<file path="config.mk">
export PLATFORM = sky130hd
export DESIGN_NAME = axil_arbiter_priority_rd
export DESIGN_NICKNAME = d
export VERILOG_FILES = /design/src/rtl/axil_arbiter_priority_rd.sv
export SDC_FILE = /design/constraint.sdc
export NUM_CORES = 1
export LEC_CHECK = 0
export ABC_AREA = 1
export CAP_MARGIN = 20
export CORE_AREA = 2 2 136 138
export CTS_CLUSTER_DIAMETER = 80
export DETAILED_ROUTE_END_ITERATION = 8
export DIE_AREA = 0 0 138 140
export SLEW_MARGIN = 15
export SYNTH_ARGS = -nofsm -noshare
export SYNTH_HDL_FRONTEND = slang
export SYNTH_SLANG_ARGS = --single-unit
</file>
<file path="constraint.sdc">
create_clock -name aclk -period 4.8 [get_ports aclk]
set_clock_uncertainty 0.15 [all_clocks]
set_input_delay 0.96 -clock aclk [delete_from_list [all_inputs] [get_ports aclk]]
set_output_delay 0.96 -clock aclk [all_outputs]
set_load 0.01 [all_outputs]
</file>
<file path="src/rtl/axil_arbiter_priority_rd.sv">
// Fixed-priority AXI-Lite read arbiter: NUM_MASTERS upstream masters share one
// downstream slave read port. Granted requests that fall outside the slave
// window are answered locally with DECERR so the slave never sees them.
module axil_arbiter_priority_rd #(
    parameter int NUM_MASTERS    = 4,
    parameter int AXI_ADDR_WIDTH = 32,
    parameter int AXI_DATA_WIDTH = 32,
    parameter logic [AXI_ADDR_WIDTH-1:0] SLV_ADDR_BASE = 32'h4000_0000,
    parameter logic [AXI_ADDR_WIDTH-1:0] SLV_ADDR_MASK = 32'hF000_0000
) (
    input  logic                                  aclk,
    input  logic                                  aresetn,
    input  logic [NUM_MASTERS*AXI_ADDR_WIDTH-1:0] s_axil_araddr,
    input  logic [NUM_MASTERS-1:0]                s_axil_arvalid,
    output logic [NUM_MASTERS-1:0]                s_axil_arready,
    output logic [NUM_MASTERS*AXI_DATA_WIDTH-1:0] s_axil_rdata,
    output logic [NUM_MASTERS*2-1:0]              s_axil_rresp,
    output logic [NUM_MASTERS-1:0]                s_axil_rvalid,
    input  logic [NUM_MASTERS-1:0]                s_axil_rready,
    output logic [AXI_ADDR_WIDTH-1:0]             m_axil_araddr,
    output logic                                  m_axil_arvalid,
    input  logic                                  m_axil_arready,
    input  logic [AXI_DATA_WIDTH-1:0]             m_axil_rdata,
    input  logic [1:0]                            m_axil_rresp,
    input  logic                                  m_axil_rvalid,
    output logic                                  m_axil_rready,
    output logic [NUM_MASTERS-1:0]                grant
);

    localparam int IW = (NUM_MASTERS > 1) ? $clog2(NUM_MASTERS) : 1;

    localparam logic [2:0] ST_IDLE   = 3'd0;
    localparam logic [2:0] ST_FWD_AR = 3'd1;
    localparam logic [2:0] ST_FWD_R  = 3'd2;
    localparam logic [2:0] ST_ERR_AR = 3'd3;
    localparam logic [2:0] ST_ERR_R  = 3'd4;

    // Per-master views of the flat buses.
    logic [NUM_MASTERS-1:0][AXI_ADDR_WIDTH-1:0] s_addr;
    logic [NUM_MASTERS-1:0][AXI_DATA_WIDTH-1:0] rdata_v;
    logic [NUM_MASTERS-1:0][1:0]                rresp_v;

    assign s_addr       = s_axil_araddr;
    assign s_axil_rdata = rdata_v;
    assign s_axil_rresp = rresp_v;

    logic [2:0]             state_q, state_d;
    logic [NUM_MASTERS-1:0] grant_q, grant_d;
    logic [IW-1:0]          gidx_q, gidx_d;
    logic                   err_ar_q, err_ar_d;   // local AR accept pulse
    logic                   err_r_q, err_r_d;     // local DECERR beat valid

    logic [IW-1:0]             win_idx;
    logic                      win_vld;
    logic [AXI_ADDR_WIDTH-1:0] win_addr;
    logic                      in_win;

    // Lowest requesting index wins; scan downward so the last hit is the lowest.
    always_comb begin
        win_idx = '0;
        win_vld = 1'b0;
        for (int i = NUM_MASTERS - 1; i >= 0; i--) begin
            if (s_axil_arvalid[i]) begin
                win_idx = IW'(i);
                win_vld = 1'b1;
            end
        end
        win_addr = s_addr[win_idx];
        in_win   = (win_addr & SLV_ADDR_MASK) == (SLV_ADDR_BASE & SLV_ADDR_MASK);
    end

    logic fwd_ar, fwd_r;
    assign fwd_ar = (state_q == ST_FWD_AR);
    assign fwd_r  = (state_q == ST_FWD_R);

    // Downstream port is only driven while a forwarded transaction owns it.
    assign m_axil_araddr  = fwd_ar ? s_addr[gidx_q] : '0;
    assign m_axil_arvalid = fwd_ar & s_axil_arvalid[gidx_q];
    assign m_axil_rready  = fwd_r & s_axil_rready[gidx_q];
    assign grant          = grant_q;

    // Transaction sequencing; the grant is held until the R handshake.
    always_comb begin
        state_d  = state_q;
        grant_d  = grant_q;
        gidx_d   = gidx_q;
        err_ar_d = 1'b0;
        err_r_d  = err_r_q;
        case (state_q)
            ST_IDLE: begin
                if (win_vld) begin
                    grant_d = NUM_MASTERS'(1) << win_idx;
                    gidx_d  = win_idx;
                    if (in_win) begin
                        state_d = ST_FWD_AR;
                    end else begin
                        state_d  = ST_ERR_AR;
                        err_ar_d = 1'b1;
                    end
                end
            end
            ST_FWD_AR: begin
                if (m_axil_arvalid && m_axil_arready) state_d = ST_FWD_R;
            end
            ST_FWD_R: begin
                if (m_axil_rvalid && m_axil_rready) begin
                    state_d = ST_IDLE;
                    grant_d = '0;
                end
            end
            ST_ERR_AR: begin
                state_d = ST_ERR_R;
                err_r_d = 1'b1;
            end
            ST_ERR_R: begin
                if (s_axil_rready[gidx_q]) begin
                    state_d = ST_IDLE;
                    grant_d = '0;
                    err_r_d = 1'b0;
                end
            end
            default: begin
                state_d = ST_IDLE;
                grant_d = '0;
                err_r_d = 1'b0;
            end
        endcase
    end

    // State registers; reset abandons any transaction in flight.
    always_ff @(posedge aclk or negedge aresetn) begin
        if (!aresetn) begin
            state_q  <= ST_IDLE;
            grant_q  <= '0;
            gidx_q   <= '0;
            err_ar_q <= 1'b0;
            err_r_q  <= 1'b0;
        end else begin
            state_q  <= state_d;
            grant_q  <= grant_d;
            gidx_q   <= gidx_d;
            err_ar_q <= err_ar_d;
            err_r_q  <= err_r_d;
        end
    end

    // Upstream responses: only the granted master ever sees non-zero values.
    for (genvar i = 0; i < NUM_MASTERS; i++) begin : g_mst
        logic sel_fwd_ar, sel_fwd_r, sel_err_r;
        assign sel_fwd_ar        = grant_q[i] & fwd_ar;
        assign sel_fwd_r         = grant_q[i] & fwd_r;
        assign sel_err_r         = grant_q[i] & err_r_q;
        assign s_axil_arready[i] = (sel_fwd_ar & m_axil_arready) | (grant_q[i] & err_ar_q);
        assign s_axil_rvalid[i]  = (sel_fwd_r & m_axil_rvalid) | sel_err_r;
        assign rdata_v[i]        = sel_fwd_r ? m_axil_rdata : (sel_err_r ? '1 : '0);
        assign rresp_v[i]        = sel_fwd_r ? m_axil_rresp : (sel_err_r ? 2'b11 : 2'b00);
    end

endmodule

</file>
Yosys cells after proc, flatten, opt, wreduce, memory -nomap -nowiden. Cells that the tools add are included.

Output and inout port bits: 182. Word-level logic and storage cells: 110. Input bits: 174. Bits in registers: 11.

Shift-type cells: 1. Bitwise operators: 36. Mux-type cells: 48. Reduce and logical (&&, ||, !) cells: 9. Order comparisons: 2. Equal/unequal tests: 9.

Operators with widths (count): 2-to-1 mux 32 bit (11); binary-select mux 32 bit (select 2 bit) (2); AND 1 bit (26); 2-to-1 mux 2 bit (13); one-hot mux 4 bit (4 select lines) (1); one-hot mux 3 bit (5 select lines) (1); 2-to-1 mux 3 bit (4); 2-to-1 mux 4 bit (3); 2-to-1 mux 1 bit (10); bitwise OR 1 bit (8); AND reduction 4 bit (2); == test 3 x 2 -> 1 bit, second input constant (2); < comparator 2 x 3 -> 1 bit, second input constant (2); binary-select mux 1 bit (select 2 bit) (2); == test 4 x 3 -> 1 bit, second input constant (1); inequality test 2 x 1 -> 1 bit, second input constant (2); inequality test 2 bit, second input constant (2); AND reduction 2 bit (2); left shift 1 x 2 -> 4 bit, first input constant (1); == test 3 x 1 -> 1 bit, second input constant (1); == test 3 bit, second input constant (1); zero test 3 bit (1); one-hot mux 1 bit (3 select lines) (1); OR reduction 3 bit (1); other kinds (3) (5).

Longest topological paths before layout. Gate-level depths: netlist of the first run.

Word-level depth: 10. Gate-level depth with buffers: 12. Gate-level depth less buffers: 11.

Worst setup path after synthesis of the first run. OpenSTA, ideal clock, no wires.

Kind: input to output. From: in s_axil_araddr[31]. To: out m_axil_araddr[31]. Path slack: 2.266 ns. Cell stages on the path: 4. Data arrival time: 1.424 ns. Buffers on the path: 0. Data required time: 3.690 ns. Cells stage by stage: inv_1 > a21oi_1 > o21ai_0 > a21oi_1.

Word-level cells in the longest chain between the ends: 3.

Ends and longest elaborated chain: start: declaration (line 13) `input logic [NUM_MASTERS*AXI_ADDR_WIDTH-1:0] s_axil_araddr,`; binary-select mux 32 bit (select 2 bit) (line 77) `assign m_axil_araddr = fwd_ar ? s_addr[gidx_q] : '0;`; 2-to-1 mux 32 bit (not written as such) (line 77); 2-to-1 mux 32 bit (line 77); end: declaration (line 20) `output logic [AXI_ADDR_WIDTH-1:0] m_axil_araddr,`.

Every way passes these cells. The select of a mux whose other input is x is not followed.

Final worst setup path of the first run.
From: reg state_q[2]. To: out s_axil_rvalid[3].

Word-level cells in the longest chain between the ends: 4.

Ends and longest elaborated chain: start: declaration (line 47) `logic [2:0] state_q, state_d;`; start signal: assignment (line 139) `state_q <= state_d;`; == test 3 x 2 -> 1 bit (line 74) `assign fwd_r = (state_q == ST_FWD_R);`; AND 1 bit (line 151) `assign sel_fwd_r = grant_q[i] & fwd_r;`; AND 1 bit (line 154) `assign s_axil_rvalid[i] = (sel_fwd_r & m_axil_rvalid) | sel_err_r;`; bitwise OR 1 bit (line 154); end: declaration (line 18) `output logic [NUM_MASTERS-1:0] s_axil_rvalid,`.

Every way passes these cells.

==> results.json, run 1 <==
{
  "core_area_um2": 17800,
  "worst_max_slew_margin_expressed_relative_to_the_limit_pct": 27.8,
  "worst_ir_drop_on_vdd_mv": 0.166,
  "design.die.area_um2": 19300,
  "grt.total_usage_pct": 19.1,
  "required_ns": 3.69,
  "totalWireLength_mm": 19.9,
  "multiInputGateArea_um2": 2110,
  "path_clk_slew_ns": 0.04,
  "drv_cap": 0,
  "worstSetupStartpointType": "flop",
  "finalNetCount": 1075,
  "wl_per_cell_um": 17.6,
  "netlist_area_um2": 2840,
  "synth_seq_cells": 11,
  "worst_skew_pair.late_latency_ns": 0.24,
  "dr_total_vias": 5172,
  "power_mw": 2.23,
  "post_route_cells_drive_above_1_share_pct": 3.33,
  "dp.final_hpwl_mm": 15.9,
  "fill_cell_count": 1951,
  "final-max-slew-violation-count": 0,
  "cts_buffers": 3,
  "critical_path_class": "reg2out",
  "cts_resized": 0,
  "grt_antenna_before_repair": 2,
  "top_level_ports": 356,
  "hold_buffers": 0,
  "cts_root_buf": "clkbuf_16",
  "overflow": 0,
  "rsz0062_at_grt": "no",
  "syn_nets": 754,
  "syn2layout_area_growth_pct": 134,
  "drt_first_iter_violations": 288,
  "finalWorstPathRequiredPeriod_ns": 4.00,
  "post_layout_nonfiller_instances": 1131,
  "htree_levels": 1,
  "grt_pass1_wl_mm": 29.4,
  "remaining_drc_errors": 0,
  "setup_tns_final_ns": 0,
  "achievable-frequency_mhz": 250,
  "register_area_um2": 277,
  "post_cts_buffers": 0,
  "post_synth.cell_area_avg_um2": 4.89,
  "critPathCaptureType": "output port",
  "finalWeightedCongestion": 0.888,
  "status": "completed",
  "synth-warning-count": 0,
  "initial_core_util_pct": 16.0,
  "hold_ws_ns": 0.416,
  "worstPathMaxFanout": 35,
  "largest_net_degree_at_the_start_of_global_routing": 64,
  "sequential_fraction_of_the_synthesis_area_pct": 9.70,
  "critical_path_arrival_ns": 2.89,
  "worst_slew_pin_slew_ns": 1.08,
  "detailed_router_iteration_count_before_antenna_repair": 4,
  "yosys.cell_types.count": 22,
  "cts_tree": "built",
  "placed_cells_incl_taps": 1122,
  "floorplan.rows": 49,
  "portBuffers": 355,
  "static-leakage-power_nw": 2.67,
  "hold_violations": 0,
  "die_width_um": 138,
  "cts_buffer_depth": 2,
  "first_global_vias": 4971,
  "holdCritPathClass": "reg2reg",
  "die_y_um": 140,
  "part_of_the_cycle_the_worst_path_needs_pct": 83.3,
  "finalSetupViolCount": 0,
  "drtAntennaViolNets": 0,
  "netlist_instances": 580,
  "post_drt_via_cell_ratio": 4.57,
  "cts.sink_count": 11,
  "p_per_area_nw_per_um2": 335
}
## report_power, final
group | switching (mW) | leakage [nW] | internal (mW)
combinational | 1.00 | 2.49 | 0.884
sequential | 0.0568 | 0.142 | 0.131
clock | 0.0436 | 0.0409 | 0.110
## cells in the mapped netlist
cell	instances	share of area, %
o21ai_0	200	35
nor3_4	1	0.57
buf_2	15	2.6
nor3_1	2	0.35
nand3_2	3	1.1
o22ai_1	4	0.88
nor2_2	1	0.22
nand3b_1	1	0.26
inv_1	54	7.1
buf_6	2	0.79
nand4_1	2	0.44
nand2_2	4	0.88
inv_2	6	0.79
nand3_1	15	2.6
a21oi_1	40	7.1
dfrtp_1	11	9.7
buf_1	1	0.13
clkbuf_1	27	3.6
nand2_1	49	6.5
o21ai_1	3	0.53
clkbuf_2	4	0.71
nor2_1	135	18
## metrics by stage
stage	utilization, %	cell area (um2)	setup WS (ns)
after floorplan	-	2840	2.27
after global placement	36.5	6490	1.11
after detailed placement	36.7	6520	1.08
after CTS	37.1	6600	0.815
after global routing	37.4	6650	0.669
final	37.4	6650	0.800
## critical path: stages (launching register included)
cell	delay, ns
dfrtp_1	0.42
nor3_4	0.33
nand2_1	0.69
o22ai_1	0.56
clkdlybuf4s50_1	0.64
## cells by family (layout without fill, tap and decap cells)
kind of cell / Yosys count / after routing / share of synthesized area (%)
AOI/OAI and AO/OA: 247 / 247 / 43.7
and+or+nand+nor: 213 / 213 / 30.8
buffers and inverters: 109 / 429 / 15.8
other: 0 / 2 / 0
DFF: 11 / 11 / 9.70
## worst paths after layout
check                                  startpoint               endpoint  slack, ns  cells past startpoint
max                        state_q[2]$_DFFE_PN0P_       s_axil_rvalid[3]       0.80                      4
min                          grant[3]$_DFFE_PN0P_   grant[3]$_DFFE_PN0P_       0.42                      2
max reg2reg                 gidx_q[1]$_DFFE_PN0P_  gidx_q[0]$_DFFE_PN0P_       2.52                      9
min reg2reg                  grant[3]$_DFFE_PN0P_   grant[3]$_DFFE_PN0P_       0.42                      2
max in group asynchronous                 aresetn  gidx_q[0]$_DFFE_PN0P_       3.20                      1
min in group asynchronous                 aresetn   grant[0]$_DFFE_PN0P_       0.92                      1
## cells in the final DEF, fill, tap and decap left out, types with 2 or more instances in the layout
cell type and count:
clkbuf_16 3, a21oi_1 40, o21ai_0 200, clkdlybuf4s50_1 355, nor2_1 135, o22ai_1 4, nor3_1 2, o21ai_1 3
nand2_1 49, inv_2 6, inv_1 54, buf_4 5, nand2_2 4, nand4_1 2, dfrtp_1 10, nand3_2 3
buf_8 5, nand3_1 15, diode_2 2
## flip-flops by register name, indices dropped and copies added, names as in the netlist
signal	cells
grant	4
err_ar_q	1
err_r_q	1
state_q	3
gidx_q	2
## layout make-up
type | instances | share of cell area, %
well taps | 229 | 4.31
clock inverters | 1 | 0.0752
repair buffers | 365 | 55.1
diodes | 2 | 0.0752
flip-flops and latches | 11 | 4.16
multi-input cells | 460 | 31.8
inverters | 60 | 3.38
clock buffers | 3 | 1.13
## layer usage
| layer | vias to the layer above | track usage (%) | share of wire [%] |
|---|---|---|---|
| li1 | 2558 | - | - |
| met3 | 36 | 4.31 | 7.3 |
| met2 | 274 | 35.2 | 51 |
| met1 | 2304 | 20.7 | 37 |
| met4 | 0 | 9.18 | 4.3 |
| met5 | - | 0 | 0 |
No activity file was read; power rests on OpenSTA's default activity.
==> run 2: changes to the inputs <==
CORE_AREA = 2 2 137 139   (was 2 2 136 138)
DIE_AREA = 0 0 139 141   (was 0 0 138 140)
clock period = 3.7 ns   (was 4.8 ns; I/O delays follow)
==> run 2 against run 1 <==
  * First-iteration DRC count decreased by 46%
  * Sequential power rose by 21%
  * Combinational power increased by 31%
  * Sequential share of layout area about the same
  * Worst setup slack got worse by 0.33 ns
  * Via count is 1.4% lower
  * Routed wire length is 7.3% lower
  * Power is 30% higher
  * Global-route usage down 1.4 points
  * Largest power group unchanged
==> results.json, run 2 (synthesized netlist as in run 1, its figures left out) <==
{
  "post_drt_via_cell_ratio": 4.48,
  "fill_cell_count": 2026,
  "syn2layout_area_growth_pct": 135,
  "largest_net_degree_at_the_start_of_global_routing": 64,
  "static-leakage-power_nw": 2.68,
  "cts_buffers": 3,
  "critical_path.cell_chain": "clkdlybuf4s50_1 > inv_1 > o21ai_0 > clkdlybuf4s50_1",
  "critical_path_class": "in2out",
  "cts_root_buf": "clkbuf_16",
  "die_y_um": 141,
  "achievable-frequency_mhz": 310,
  "mostFrequentLayoutCell": "clkdlybuf4s50_1",
  "mostFrequentLayoutCells": "354 x clkdlybuf4s50_1, 200 x o21ai_0, 135 x nor2_1",
  "grt.total_usage_pct": 17.7,
  "grt_antenna_before_repair": 3,
  "holdPathEnd": "grant[2]$_DFFE_PN0P_",
  "crit_start": "m_axil_rdata[0]",
  "max_stage_delay_ns": 0.63,
  "cpMaxStageDelayCell": "clkdlybuf4s50_1",
  "top_level_ports": 356,
  "hold_violations": 0,
  "worst_skew_pair.late_latency_ns": 0.24,
  "worstPathMaxFanout": 4,
  "critPathCaptureType": "output port",
  "worst_slew_pin_slew_ns": 0.695,
  "worstReg2RegStart": "gidx_q[1]$_DFFE_PN0P_",
  "rsz0062_at_grt": "no",
  "critical_path_arrival_ns": 2.34,
  "drtAntennaViolNets": 0,
  "placed_cells_incl_taps": 1133,
  "first_global_vias": 4874,
  "cts.sink_count": 11,
  "finalNetCount": 1078,
  "dr_total_vias": 5100,
  "finalSetupViolCount": 0,
  "finalWorstPathRequiredPeriod_ns": 3.23,
  "cpMostUsedCell": "clkdlybuf4s50_1",
  "grt_pass1_wl_mm": 28.2,
  "design.die.area_um2": 19600,
  "required_ns": 2.81,
  "drt_first_iter_violations": 155,
  "min_delay_path_depth": 2,
  "portBuffers": 355,
  "wl_per_cell_um": 16.2,
  "floorplan.rows": 50,
  "post_layout_nonfiller_instances": 1139,
  "final-max-slew-violation-count": 0,
  "largest_register_ff_count": 4,
  "remaining_drc_errors": 0,
  "finalWeightedCongestion": 0.826,
  "p_per_area_nw_per_um2": 433,
  "cts_resized": 0,
  "status": "completed",
  "core_area_um2": 18300,
  "die_width_um": 139,
  "initial_core_util_pct": 15.5,
  "regToRegEndpoint": "grant[0]$_DFFE_PN0P_",
  "timing.hold.worst.start": "grant[2]$_DFFE_PN0P_",
  "hold_buffers": 0,
  "post_route_cells_drive_above_1_share_pct": 3.65,
  "worst_ir_drop_on_vdd_mv": 0.164,
  "post_cts_buffers": 0,
  "ff2ff_setup_slack_ns": 1.59,
  "dp.final_hpwl_mm": 14.7,
  "drv_cap": 0,
  "power_mw": 2.89,
  "cts_tree": "built",
  "totalWireLength_mm": 18.4,
  "logic_depth_of_the_worst_register_to_register_path": 8,
  "cts_buffer_depth": 2,
  "path_clk_slew_ns": 0.04,
  "worst_max_slew_margin_expressed_relative_to_the_limit_pct": 53.6,
  "dpl_worst_slack_ns": 0.479,
  "worstSetupStartpointType": "input pin",
  "detailed_router_iteration_count_before_antenna_repair": 4,
  "final.setup.worst_slack_ns": 0.472,
  "holdCritPathClass": "reg2reg",
  "overflow": 0,
  "htree_levels": 1,
  "setup_tns_final_ns": 0,
  "part_of_the_cycle_the_worst_path_needs_pct": 87.2
}
[run 2: cell types whose count changed in the layout (fill, tap and decap cells not counted)]
cell / change
buf_8: -5
clkbuf_1: +1
buf_4: +6
buf_12: +3
clkinv_2: -1
clkdlybuf4s50_1: -1
[run 2: power by group]
group | internal [mW] | switching, mW | total, mW
logic | 1.17 | 1.30 | 2.47
registers | 0.170 | 0.0567 | 0.227
clock network | 0.144 | 0.0510 | 0.195
total | 1.48 | 1.41 | 2.89
[run 2: through the flow]
stage | hold slack [ns] | area (um2) | utilization, %
final | 0.409 | 6680 | 36.6
after global routing | 0.444 | 6680 | 36.6
after CTS | 0.416 | 6670 | 36.5
after detailed placement | 0.403 | 6600 | 36.1
after global placement | 0.396 | 6600 | 36.1
after floorplan | 0.294 | 2840 | -
[run 2: per-layer routing]
| layer | share of wire, % | track usage, % | vias up |
|---|---|---|---|
| li1 | - | - | 2569 |
| met1 | 38 | 19.4 | 2237 |
| met2 | 52 | 34.1 | 264 |
| met3 | 7.6 | 3.63 | 28 |
| met4 | 2.1 | 5.32 | 2 |
| met5 | 0.070 | 0 | - |
[run 2: how the worst max path moves through the flow]
stage	end	depth (start not counted)
global placement	s_axil_rdata[0]	4
detailed placement	s_axil_rdata[0]	4
CTS	m_axil_arvalid	6
finish	s_axil_rdata[0]	4
global route	m_axil_arvalid	6
floorplan	s_axil_rdata[100]	4
[run 2: layout make-up]
type	count	area, um2	share of cell area [%]
Clock buffer	4	78.8	1.18
Timing Repair Buffer	368	3690	55.2
Antenna cell	2	5.00	0.0749
Sequential cell	11	277	4.14
Inverter	60	225	3.37
Multi-Input combinational cell	460	2110	31.7
Tap cell	234	293	4.38
[run 2: critical path: cells and delay by family]
| family | cells | cell delay [ns] |
|---|---|---|
| AOI/OAI and AO/OA | 1 | 0.44 |
| buffers and inverters | 3 | 1.16 |
